File: config.mk
export PLATFORM = sky130hd
export DESIGN_NAME = mult_div_unit_flat
export DESIGN_NICKNAME = d
export VERILOG_FILES = /design/src/rtl/mdu_pkg.sv /design/src/rtl/mdu_if.sv /design/src/rtl/mdu_sign_fix.sv /design/src/rtl/mult_div_unit.sv /design/src/flat_wrapper.sv
export SDC_FILE = /design/constraint.sdc
export NUM_CORES = 1
export LEC_CHECK = 0
export CORE_UTILIZATION = 45
export CTS_CLUSTER_SIZE = 16
export DETAILED_ROUTE_END_ITERATION = 7
export HOLD_SLACK_MARGIN = 0.03
export PLACE_DENSITY = 0.65
export SYNTH_ARGS = -nofsm -noshare
export SYNTH_HDL_FRONTEND = slang
export SYNTH_HIERARCHICAL = 1
export SYNTH_SLANG_ARGS = --single-unit
File: constraint.sdc
create_clock -name clk -period 8.81 [get_ports clk]
set_clock_uncertainty 0.2 [all_clocks]
set_input_delay 1.762 -clock clk [delete_from_list [all_inputs] [get_ports clk]]
set_output_delay 1.762 -clock clk [all_outputs]
set_load 0.005 [all_outputs]
File: src/rtl/mdu_pkg.sv
// Shared constants for the iterative multiply/divide unit: default datapath
// width, operation encodings and FSM state encodings.
package mdu_pkg;

    localparam int MDU_WIDTH = 32;

    // Operation encodings as presented on the op input
    localparam logic [1:0] OP_MULT  = 2'b00;
    localparam logic [1:0] OP_MULTU = 2'b01;
    localparam logic [1:0] OP_DIV   = 2'b10;
    localparam logic [1:0] OP_DIVU  = 2'b11;

    // FSM state encodings
    localparam logic [1:0] S_IDLE = 2'd0;
    localparam logic [1:0] S_CALC = 2'd1;
    localparam logic [1:0] S_FIX  = 2'd2;

endpackage

File: src/rtl/mdu_if.sv
// Request/response bundle between the ALU controller and the multiply/divide
// unit. The controller is the master and the unit is the slave.
interface mdu_if
    import mdu_pkg::*;
#(
    parameter int WIDTH = MDU_WIDTH
);

    logic             start;
    logic [1:0]       op;
    logic [WIDTH-1:0] A;
    logic [WIDTH-1:0] B;
    logic             busy;
    logic             done;
    logic             div_by_zero;
    logic [WIDTH-1:0] hi;
    logic [WIDTH-1:0] lo;

    modport master (
        output start, op, A, B,
        input  busy, done, div_by_zero, hi, lo
    );

    modport slave (
        input  start, op, A, B,
        output busy, done, div_by_zero, hi, lo
    );

endinterface

File: src/rtl/mdu_sign_fix.sv
// Combinational two's-complement conditional negate. Used to take magnitudes
// of signed operands at capture and to restore result signs at the end.
module mdu_sign_fix #(
    parameter int N = 32
) (
    input  logic [N-1:0] val,
    input  logic         neg,
    output logic [N-1:0] res
);

    localparam logic [N-1:0] ONE = {{(N-1){1'b0}}, 1'b1};

    // Negate when requested, otherwise pass the value straight through
    always_comb begin
        if (neg) begin
            res = (~val) + ONE;
        end else begin
            res = val;
        end
    end

endmodule

File: src/rtl/mult_div_unit.sv
// Iterative multiply/divide unit for the MIPS ALU datapath. MULT/MULTU use a
// shift-add loop over a double-width accumulator; DIV/DIVU use a restoring
// shift-subtract loop. Signed ops run on magnitudes and fix signs at the end,
// so every op takes the same WIDTH+1 edges from capture to done.
module mult_div_unit
    import mdu_pkg::*;
#(
    parameter int WIDTH = MDU_WIDTH
) (
    input  logic   clk,
    input  logic   reset_n,
    mdu_if.slave   bus
);

    localparam int             CW        = $clog2(WIDTH);
    localparam logic [CW-1:0]  LAST_STEP = CW'(WIDTH - 1);
    localparam logic [CW-1:0]  CNT_ONE   = {{(CW-1){1'b0}}, 1'b1};

    // Control and captured-operand state
    logic [1:0]         state_r;
    logic [CW-1:0]      cnt_r;
    logic               is_div_r;
    logic               b_zero_r;
    logic               neg_main_r;
    logic               neg_rem_r;
    logic [WIDTH-1:0]   a_raw_r;
    logic [WIDTH-1:0]   a_mag_r;
    logic [WIDTH-1:0]   b_mag_r;

    // Arithmetic state
    logic [2*WIDTH-1:0] acc_r;
    logic [WIDTH:0]     rem_r;
    logic [WIDTH-1:0]   quo_r;

    // Registered outputs
    logic               busy_r;
    logic               done_r;
    logic               dbz_r;
    logic [WIDTH-1:0]   hi_r;
    logic [WIDTH-1:0]   lo_r;

    // Decode and step results
    logic               op_signed_s;
    logic               op_div_s;
    logic               neg_a_s;
    logic               neg_b_s;
    logic [WIDTH-1:0]   a_abs_s;
    logic [WIDTH-1:0]   b_abs_s;
    logic [WIDTH:0]     sum_s;
    logic [2*WIDTH-1:0] acc_next_s;
    logic [WIDTH+1:0]   shifted_s;
    logic [WIDTH+1:0]   diff_s;
    logic [WIDTH:0]     rem_next_s;
    logic [WIDTH-1:0]   quo_next_s;
    logic [2*WIDTH-1:0] prod_fix_s;
    logic [WIDTH-1:0]   quo_fix_s;
    logic [WIDTH-1:0]   rem_fix_s;

    // Classify the requested op and decide which operands need negating
    always_comb begin
        case (bus.op)
            OP_MULT:  begin op_signed_s = 1'b1; op_div_s = 1'b0; end
            OP_MULTU: begin op_signed_s = 1'b0; op_div_s = 1'b0; end
            OP_DIV:   begin op_signed_s = 1'b1; op_div_s = 1'b1; end
            OP_DIVU:  begin op_signed_s = 1'b0; op_div_s = 1'b1; end
            default:  begin op_signed_s = 1'b0; op_div_s = 1'b0; end
        endcase
        neg_a_s = op_signed_s & bus.A[WIDTH-1];
        neg_b_s = op_signed_s & bus.B[WIDTH-1];
    end

    mdu_sign_fix #(.N(WIDTH)) u_abs_a (.val(bus.A), .neg(neg_a_s), .res(a_abs_s));
    mdu_sign_fix #(.N(WIDTH)) u_abs_b (.val(bus.B), .neg(neg_b_s), .res(b_abs_s));

    // One shift-add multiply step: add multiplicand on LSB, then shift right
    always_comb begin
        if (acc_r[0]) begin
            sum_s = {1'b0, acc_r[2*WIDTH-1:WIDTH]} + {1'b0, a_mag_r};
        end else begin
            sum_s = {1'b0, acc_r[2*WIDTH-1:WIDTH]};
        end
        acc_next_s = {sum_s, acc_r[WIDTH-1:1]};
    end

    // One restoring divide step; the extra top bit of diff_s is the borrow
    always_comb begin
        shifted_s = {rem_r, quo_r[WIDTH-1]};
        diff_s    = shifted_s - {2'b00, b_mag_r};
        if (diff_s[WIDTH+1]) begin
            rem_next_s = shifted_s[WIDTH:0];
            quo_next_s = {quo_r[WIDTH-2:0], 1'b0};
        end else begin
            rem_next_s = diff_s[WIDTH:0];
            quo_next_s = {quo_r[WIDTH-2:0], 1'b1};
        end
    end

    mdu_sign_fix #(.N(2*WIDTH)) u_fix_prod (.val(acc_r),              .neg(neg_main_r), .res(prod_fix_s));
    mdu_sign_fix #(.N(WIDTH))   u_fix_quo  (.val(quo_r),              .neg(neg_main_r), .res(quo_fix_s));
    mdu_sign_fix #(.N(WIDTH))   u_fix_rem  (.val(rem_r[WIDTH-1:0]),   .neg(neg_rem_r),  .res(rem_fix_s));

    // Sequencer: capture in IDLE, iterate in CALC, sign-fix and publish in FIX
    always_ff @(posedge clk or negedge reset_n) begin
        if (!reset_n) begin
            state_r    <= S_IDLE;
            cnt_r      <= {CW{1'b0}};
            is_div_r   <= 1'b0;
            b_zero_r   <= 1'b0;
            neg_main_r <= 1'b0;
            neg_rem_r  <= 1'b0;
            a_raw_r    <= {WIDTH{1'b0}};
            a_mag_r    <= {WIDTH{1'b0}};
            b_mag_r    <= {WIDTH{1'b0}};
            acc_r      <= {(2*WIDTH){1'b0}};
            rem_r      <= {(WIDTH+1){1'b0}};
            quo_r      <= {WIDTH{1'b0}};
            busy_r     <= 1'b0;
            done_r     <= 1'b0;
            dbz_r      <= 1'b0;
            hi_r       <= {WIDTH{1'b0}};
            lo_r       <= {WIDTH{1'b0}};
        end else begin
            case (state_r)
                S_IDLE: begin
                    done_r <= 1'b0;
                    if (bus.start) begin
                        state_r    <= S_CALC;
                        busy_r     <= 1'b1;
                        dbz_r      <= 1'b0;
                        cnt_r      <= {CW{1'b0}};
                        is_div_r   <= op_div_s;
                        b_zero_r   <= (bus.B == {WIDTH{1'b0}});
                        neg_main_r <= op_signed_s & (bus.A[WIDTH-1] ^ bus.B[WIDTH-1]);
                        neg_rem_r  <= neg_a_s;
                        a_raw_r    <= bus.A;
                        a_mag_r    <= a_abs_s;
                        b_mag_r    <= b_abs_s;
                        acc_r      <= {{WIDTH{1'b0}}, b_abs_s};
                        rem_r      <= {(WIDTH+1){1'b0}};
                        quo_r      <= a_abs_s;
                    end else begin
                        state_r <= S_IDLE;
                    end
                end
                S_CALC: begin
                    if (is_div_r) begin
                        rem_r <= rem_next_s;
                        quo_r <= quo_next_s;
                    end else begin
                        acc_r <= acc_next_s;
                    end
                    if (cnt_r == LAST_STEP) begin
                        cnt_r   <= {CW{1'b0}};
                        state_r <= S_FIX;
                    end else begin
                        cnt_r <= cnt_r + CNT_ONE;
                    end
                end
                S_FIX: begin
                    state_r <= S_IDLE;
                    busy_r  <= 1'b0;
                    done_r  <= 1'b1;
                    if (is_div_r && b_zero_r) begin
                        hi_r  <= a_raw_r;
                        lo_r  <= {WIDTH{1'b1}};
                        dbz_r <= 1'b1;
                    end else if (is_div_r) begin
                        hi_r  <= rem_fix_s;
                        lo_r  <= quo_fix_s;
                        dbz_r <= 1'b0;
                    end else begin
                        hi_r  <= prod_fix_s[2*WIDTH-1:WIDTH];
                        lo_r  <= prod_fix_s[WIDTH-1:0];
                        dbz_r <= 1'b0;
                    end
                end
                default: begin
                    state_r <= S_IDLE;
                    busy_r  <= 1'b0;
                    done_r  <= 1'b0;
                    cnt_r   <= {CW{1'b0}};
                end
            endcase
        end
    end

    assign bus.busy        = busy_r;
    assign bus.done        = done_r;
    assign bus.div_by_zero = dbz_r;
    assign bus.hi          = hi_r;
    assign bus.lo          = lo_r;

endmodule

File: src/flat_wrapper.sv
// flat-port wrapper written by rule: the top's interface ports become plain ports
module mult_div_unit_flat import mdu_pkg::*;
#(
    parameter int WIDTH = MDU_WIDTH
)
  (clk, reset_n, bus_start, bus_op, bus_A, bus_B, bus_busy, bus_done, bus_div_by_zero, bus_hi, bus_lo);
  mdu_if #(.WIDTH(WIDTH)) bus_i ();
  input  logic clk;
  input  logic reset_n;
  input wire logic [$bits(bus_i.start)-1:0] bus_start;
  input wire logic [$bits(bus_i.op)-1:0] bus_op;
  input wire logic [$bits(bus_i.A)-1:0] bus_A;
  input wire logic [$bits(bus_i.B)-1:0] bus_B;
  output wire logic [$bits(bus_i.busy)-1:0] bus_busy;
  output wire logic [$bits(bus_i.done)-1:0] bus_done;
  output wire logic [$bits(bus_i.div_by_zero)-1:0] bus_div_by_zero;
  output wire logic [$bits(bus_i.hi)-1:0] bus_hi;
  output wire logic [$bits(bus_i.lo)-1:0] bus_lo;
  assign bus_i.start = bus_start;
  assign bus_i.op = bus_op;
  assign bus_i.A = bus_A;
  assign bus_i.B = bus_B;
  assign bus_busy = bus_i.busy;
  assign bus_done = bus_i.done;
  assign bus_div_by_zero = bus_i.div_by_zero;
  assign bus_hi = bus_i.hi;
  assign bus_lo = bus_i.lo;
  mult_div_unit #(.WIDTH(WIDTH)) u_core (.clk(clk), .reset_n(reset_n), .bus(bus_i));
endmodule
==> impl_metrics.tcl, run 1 <==
set metrics [dict create \
    status "completed" \
    final_nets 2672 \
    syn_inst 2464 \
    period_minus_slack_ps 4150 \
    post_cts_resized 0 \
    row_count 78 \
    setup_viol_count_final 0 \
    ios 136 \
    dpl.hpwl_um 49870 \
    clockRootBuffer "clkbuf_16" \
    die_h_um 218.6 \
    grt_start_max_net_pins 160 \
    grt.met3_usage_pct 2.561 \
    drv_cap 0 \
    fin_crit_sh_pct 47.11 \
    drive_gt1_share_pct 7.355 \
    syn_nets 2606 \
    numPortBuffers 135 \
    ant_nets 0 \
    setup-tns-final_ps 0 \
    grt_use_total_pct 28.58 \
    dp_cells 3092 \
    cts_setup_buffers 0 \
    overflow 0 \
    met2_usage_pct 44.15 \
    synth_top_area_cell "dfrtp_1" \
    h-tree-depth 2 \
    busiest_layer "met2" \
    routed_wl_um 68060 \
    clk_pin_slew_ps 60 \
    endpoint_kind "flop" \
    worst_ep_arrival_time_ps 4420 \
    syn_to_final_growth_pct 14.28 \
    avgSynthCellArea_um2 8.564 \
    min_path_type "flop to flop" \
    via_count 18961 \
    totalPowerFinal_mw 9.243 \
    ys_ff_latch 303 \
    synth_cell_type_count 80 \
    die_x_um 218.6 \
    finalMaxSlewViolations 0 \
    synthDominantCellAreaShare_pct 35.93 \
    worstMarginPinSlew_ps 1098 \
    fmax_ghz 0.2409 \
    critPathLaunchType "flop" \
    instances_no_fill 3156 \
    grt_first_pass_wirelength_um 105700 \
    path_max_fanout 24 \
    coreArea_um2 45770 \
    async_reset_ff_share_pct 100.0 \
    wl_per_cell_um 21.57 \
    cts_num_sinks 303 \
    clock_path_buffers 3 \
    worst_ep_required_time_ps 9080 \
    clk_latency_ps 560 \
    diodes 0 \
    path_class "flop to flop" \
    antenna_found_initial 0 \
    seq_area_frac_synth_pct 35.93 \
    yosys-top-cells-area "dfrtp_1, nand2_1, xnor2_1" \
    grt_pass1_vias 18014 \
    drt-vias-per-instance 6.008 \
    start_util_pct 46.10 \
    drc 0 \
    die-area_um2 47760 \
    routabilityCongestion 0.9273 \
    dr.pass1.iters 6 \
    vdd_drop_max_mv 0.1911 \
    power_density_nw_per_um2 383.2 \
    slew_headroom_pct 26.82 \
    hold_viol 0 \
    cts_buffers 36 \
    p_leak_nw 10.14 \
    synth_flop_cell "dfrtp_1" \
    yosys_warnings 6 \
    met1_usage_pct 41.25 \
    ctsHoldBuffers 0 \
    synth-edff-count 0 \
    grt_setup_unrepaired "false" \
    cts_tree "done" \
    drt-initial-drc-count 1940 \
    netlist_area_um2 21100 \
]
cell usage in the layout, fill, tap and decap left out, types with 33 or more instances in the layout:
master and n:
nand2_1 533, dfrtp_1 301, o21ai_0 263, xnor2_1 220, clkdlybuf4s50_1 134, a21oi_1 84, nor2_1 81, mux2i_1 78
ha_1 71, inv_1 65, o31ai_1 62, a31oi_1 41, a22oi_1 39, clkbuf_16 37, o22ai_1 33
final timing paths:
path,startpoint,endpoint,slack [ps],cells past startpoint
hold reg to reg,u_core/bus.done,u_core/bus.done,280,2
setup / recovery,u_core/rem_r[9],u_core/rem_r[15],4660,11
max in group asynchronous,reset_n,u_core/is_div_r,6020,2
setup reg to reg,u_core/rem_r[9],u_core/rem_r[15],4660,11
min in group asynchronous,reset_n,u_core/b_mag_r[14],970,1
hold / removal,u_core/bus.done,u_core/bus.done,280,2
cells in the mapped netlist (5+ instances only):
| library cell | n |
|---|---|
| nand2_1 | 534 |
| dfrtp_1 | 303 |
| o21ai_0 | 263 |
| xnor2_1 | 220 |
| clkbuf_1 | 101 |
| a21oi_1 | 84 |
| nor2_1 | 82 |
| mux2i_1 | 78 |
| ha_1 | 71 |
| inv_1 | 65 |
| o31ai_1 | 62 |
| a31oi_1 | 41 |
| a22oi_1 | 39 |
| o22ai_1 | 33 |
| nor2b_1 | 32 |
| o41ai_1 | 30 |
| a21o_1 | 29 |
| nand3_1 | 26 |
| nand2b_1 | 22 |
| o21ai_1 | 22 |
| xor2_1 | 22 |
| nand4_1 | 21 |
| nor4_1 | 21 |
| o41ai_2 | 20 |
| buf_1 | 18 |
| nor3_1 | 17 |
| nor4_4 | 17 |
| or3_1 | 17 |
| o21a_1 | 15 |
| or2_2 | 14 |
| and3_1 | 8 |
| or2b_1 | 8 |
| or4_1 | 8 |
| a211oi_1 | 7 |
| a22o_1 | 7 |
| o211ai_1 | 7 |
| o21bai_1 | 7 |
| nand3b_1 | 6 |
| o31ai_2 | 6 |
| or4_4 | 6 |
| buf_4 | 5 |
| o221ai_1 | 5 |
worst max-delay path, cell delays in order, from the launching register on:
cell	delay, ps
dfrtp_1	480
ha_1	470
nand3_1	120
nor4_1	450
o211ai_1	290
and4b_1	330
o31ai_4	390
a211oi_2	170
nor3_4	130
buf_4	410
nand2_1	340
o21ai_0	270
final cells by class:
class                           count  area, µm²
Clock buffer                       42      964.7
Timing Repair Buffer              158       1541
Tap cell                          600      750.7
Clock inverter                     22      252.7
Multi-Input combinational cell   1966      12780
Sequential cell                   303       7585
Inverter                           65      244.0
Fill cell                        4231      21650
logic make-up after synthesis:
group / share of synthesized area, %
buffers and inverters: 3.682
adders and majority gates: 4.399
DFF: 35.93
muxes: 3.860
AOI/OAI and AO/OA: 21.48
xor gates and xnor gates: 10.04
and+or+nand+nor: 20.61
sequential cells by signal, indices dropped and copies added (netlist names):
| register | cells |
|---|---|
| u_core/bus.busy | 1 |
| u_core/b_mag_r | 32 |
| u_core/rem_r | 33 |
| u_core/is_div_r | 1 |
| u_core/state_r | 2 |
| u_core/a_mag_r | 32 |
| u_core/acc_r | 64 |
| u_core/a_raw_r | 32 |
| u_core/bus.done | 1 |
| u_core/neg_main_r | 1 |
| u_core/cnt_r | 5 |
| u_core/quo_r | 32 |
| u_core/bus.hi | 32 |
| u_core/neg_rem_r | 1 |
| u_core/bus.div_by_zero | 1 |
| u_core/bus.lo | 32 |
| u_core/b_zero_r | 1 |
where the power goes:
part	internal (mW)	switching, mW	total [mW]	leakage (nW)
Clock	0.934	0.636	1.57	0.596
Sequential	1.94	0.880	2.82	3.71
Combinational	2.10	2.74	4.85	5.84
Total	4.98	4.26	9.24	10.1
per-layer routing:
metal,vias to the layer above,wire [µm]
li1,8919,-
met1,9268,31000
met2,657,30480
met3,117,4206
met4,0,2382
met5,-,0
metrics by stage:
| stage | utilization (%) | area, µm² | hold WS [ps] | setup slack (ps) |
|---|---|---|---|---|
| after floorplan | - | 21100 | 245.4 | 5433 |
| after global placement | 50.03 | 22900 | 263.5 | 4326 |
| after detailed placement | 50.03 | 22900 | 263.8 | 4281 |
| after CTS | 52.69 | 24120 | 281.4 | 4695 |
| after global routing | 52.69 | 24120 | 307.5 | 4388 |
| final | 52.69 | 24120 | 277.3 | 4660 |
Note: power is estimated with default switching activity, not from simulation.
==> inputs of run 2 (changes only) <==
--- a/config.mk
+++ b/config.mk
@@ -9,7 +9,7 @@
 export CTS_CLUSTER_SIZE = 16
 export DETAILED_ROUTE_END_ITERATION = 7
 export HOLD_SLACK_MARGIN = 0.03
-export PLACE_DENSITY = 0.65
+export PLACE_DENSITY = 0.68
 export SYNTH_ARGS = -nofsm -noshare
 export SYNTH_HDL_FRONTEND = slang
 export SYNTH_HIERARCHICAL = 1
==> constraint.sdc (replaced) <==
create_clock -name clk -period 3.5 [get_ports clk]
set_clock_uncertainty 0.2 [all_clocks]
set_input_delay 0.7 -clock clk [delete_from_list [all_inputs] [get_ports clk]]
set_output_delay 0.7 -clock clk [all_outputs]
set_load 0.005 [all_outputs]
==> impl_metrics.tcl, run 2 (same netlist as run 1, synthesis figures left out) <==
set metrics [dict create \
    status "completed" \
    ios 136 \
    worst_ep_required_time_ps 3680 \
    power_switching_mw 10.88 \
    hold_viol 0 \
    p_leak_nw 10.60 \
    cts_tree "done" \
    grt_use_total_pct 30.11 \
    clockRootBuffer "clkbuf_16" \
    multi_input_area_um2 12800 \
    period_minus_slack_ps 3330 \
    top_register "u_core/acc_r" \
    drt-initial-drc-count 1973 \
    die-area_um2 47760 \
    dp_cells 3174 \
    coreArea_um2 45770 \
    r2r_cells 12 \
    row_count 78 \
    worstMarginPinSlew_ps 1013 \
    seq_area_um2 7585 \
    path_class "flop to flop" \
    swShare_pct 45.27 \
    grt_pass1_vias 18704 \
    drive_gt1_share_pct 10.16 \
    path_max_fanout 19 \
    numPortBuffers 135 \
    mostFrequentLayoutCell "nand2_1" \
    power_density_nw_per_um2 965.5 \
    grt_first_pass_wirelength_um 111000 \
    syn_to_final_growth_pct 17.92 \
    finalMaxSlewViolations 0 \
    fillers 4178 \
    wl_per_cell_um 22.02 \
    via_count 19497 \
    worst_ep_arrival_time_ps 3510 \
    clockPowerShare_pct 16.5 \
    setup-tns-final_ps 0 \
    intPower_mw 13.15 \
    design_area_um2 24890 \
    routabilityCongestion 0.9450 \
    vdd_drop_max_mv 0.6182 \
    pre_cts_slack_ps 50.40 \
    critPathLaunchType "flop" \
    cts_num_sinks 303 \
    place_area_um2 23610 \
    slew_headroom_pct 32.47 \
    r2r-end "u_core/rem_r[21]" \
    overflow 0 \
    clk_latency_ps 560 \
    grt_start_max_net_pins 86 \
    min_to "u_core/a_raw_r[26]" \
    r2r-start "u_core/b_mag_r[18]" \
    r2r_setup_slack_ps 170 \
    ant_nets 0 \
    largest_registers "u_core/acc_r x64, u_core/rem_r x33" \
    die_h_um 218.6 \
    endpoint_kind "flop" \
    antenna_found_initial 0 \
    dpl.hpwl_um 53260 \
    power_frac_seq_pct 28.1 \
    setup_viol_count_final 0 \
    layout_common_cells "nand2_1, dfrtp_1, o21ai_0, xnor2_1, clkdlybuf4s50_1" \
    utilization_pct 54.37 \
    largest_reg_flops 64 \
    clock_path_buffers 3 \
    drv_cap 0 \
    drt-vias-per-instance 6.019 \
    min_path_type "flop to flop" \
    p_comb_share_pct 55.4 \
    setup_ws_ps 169.8 \
    clk_pin_slew_ps 60 \
    cts_buffers 37 \
    diodes 0 \
    h-tree-depth 2 \
    instances_no_fill 3239 \
    die_x_um 218.6 \
    dr.pass1.iters 6 \
    holdCritStartpoint "u_core/a_raw_r[26]" \
    fin_crit_sh_pct 95.15 \
    final_nets 2756 \
    routed_wl_um 71340 \
    drc 0 \
    fmax_ghz 0.3003 \
    start_util_pct 46.10 \
    hold_depth 2 \
    grt_setup_unrepaired "false" \
]
==> run 2: changes by cell type in the layout (fill, tap and decap cells not counted), moves of 2 or more <==
cell,delta
buf_12,+8
clkbuf_1,+6
clkinv_2,-7
clkbuf_8,+6
clkbuf_16,+2
bufinv_16,-2
clkinv_4,-2
buf_4,+74
clkinvlp_4,-4
==> run 2: cell type report <==
type / count / share of cell area [%]
clock buffers: 56 / 4.500
clock inverters: 8 / 0.4777
inverters: 65 / 0.9804
multi-input cells: 1966 / 51.44
flip-flops and latches: 303 / 30.48
well taps: 600 / 3.017
repair buffers: 241 / 9.111
==> run 2: worst max-delay path by stage <==
stage / start / end / slack (ps) / depth (start not counted)
after global routing: u_core/b_mag_r[18] / u_core/rem_r[7] / 0.3 / 12
after CTS: u_core/rem_r[11] / u_core/rem_r[31] / 20 / 10
after global placement: bus_A[20] / u_core/quo_r[31] / 70 / 7
final: u_core/b_mag_r[18] / u_core/rem_r[21] / 170 / 12
after floorplan: u_core/rem_r[17] / u_core/rem_r[1] / 300 / 11
after detailed placement: u_core/rem_r[11] / u_core/rem_r[31] / 50 / 10
==> run 2: power groups by stage <==
stage / logic, mW / registers (mW) / clock network [mW]
2_1_floorplan: 8.99 / 6.23 / 0
3_3_place_gp: 12.8 / 6.67 / 0
3_5_place_dp: 13.0 / 6.71 / 0
4_1_cts: 13.1 / 6.69 / 4.03
5_1_grt: 14.6 / 6.90 / 4.15
6_report: 13.3 / 6.75 / 3.96
==> run 2: through the flow <==
| step | total power, mW | hold slack, ps |
|---|---|---|
| final | 24.03 | 280.3 |
| after global routing | 25.63 | 299.7 |
| after CTS | 23.78 | 282.1 |
| after detailed placement | 19.67 | 265.7 |
| after global placement | 19.43 | 259.2 |
| after floorplan | 15.22 | 204.4 |
==> run 2: metal layers <==
layer	routed length (µm)	part of all wire, %	global-route usage (%)	vias to the layer above
met3	5669	7.9	4.064	113
li1	-	-	-	9068
met4	2252	3.2	10.30	0
met5	0	0	0	-
met2	32090	45	46.79	877
met1	31320	44	42.81	9439
==> run 2: timing repair <==
item	in CTS	in global routing
buffers inserted	0	0
hold buffers	1	0
hold endpoints to repair	67	0
resized for setup	0	6
setup endpoints to repair	0	33
==> run 2: critical path, cell delays in order (launching register included) <==
cell      delay, ps
dfrtp_1         320
inv_1            50
ha_1            360
a211oi_1        260
nor2_1          100
or3b_1          360
and4b_1         370
o31ai_4         110
and3_1          230
nor3_4          240
buf_12          230
mux2i_1         230
o21ai_1          80
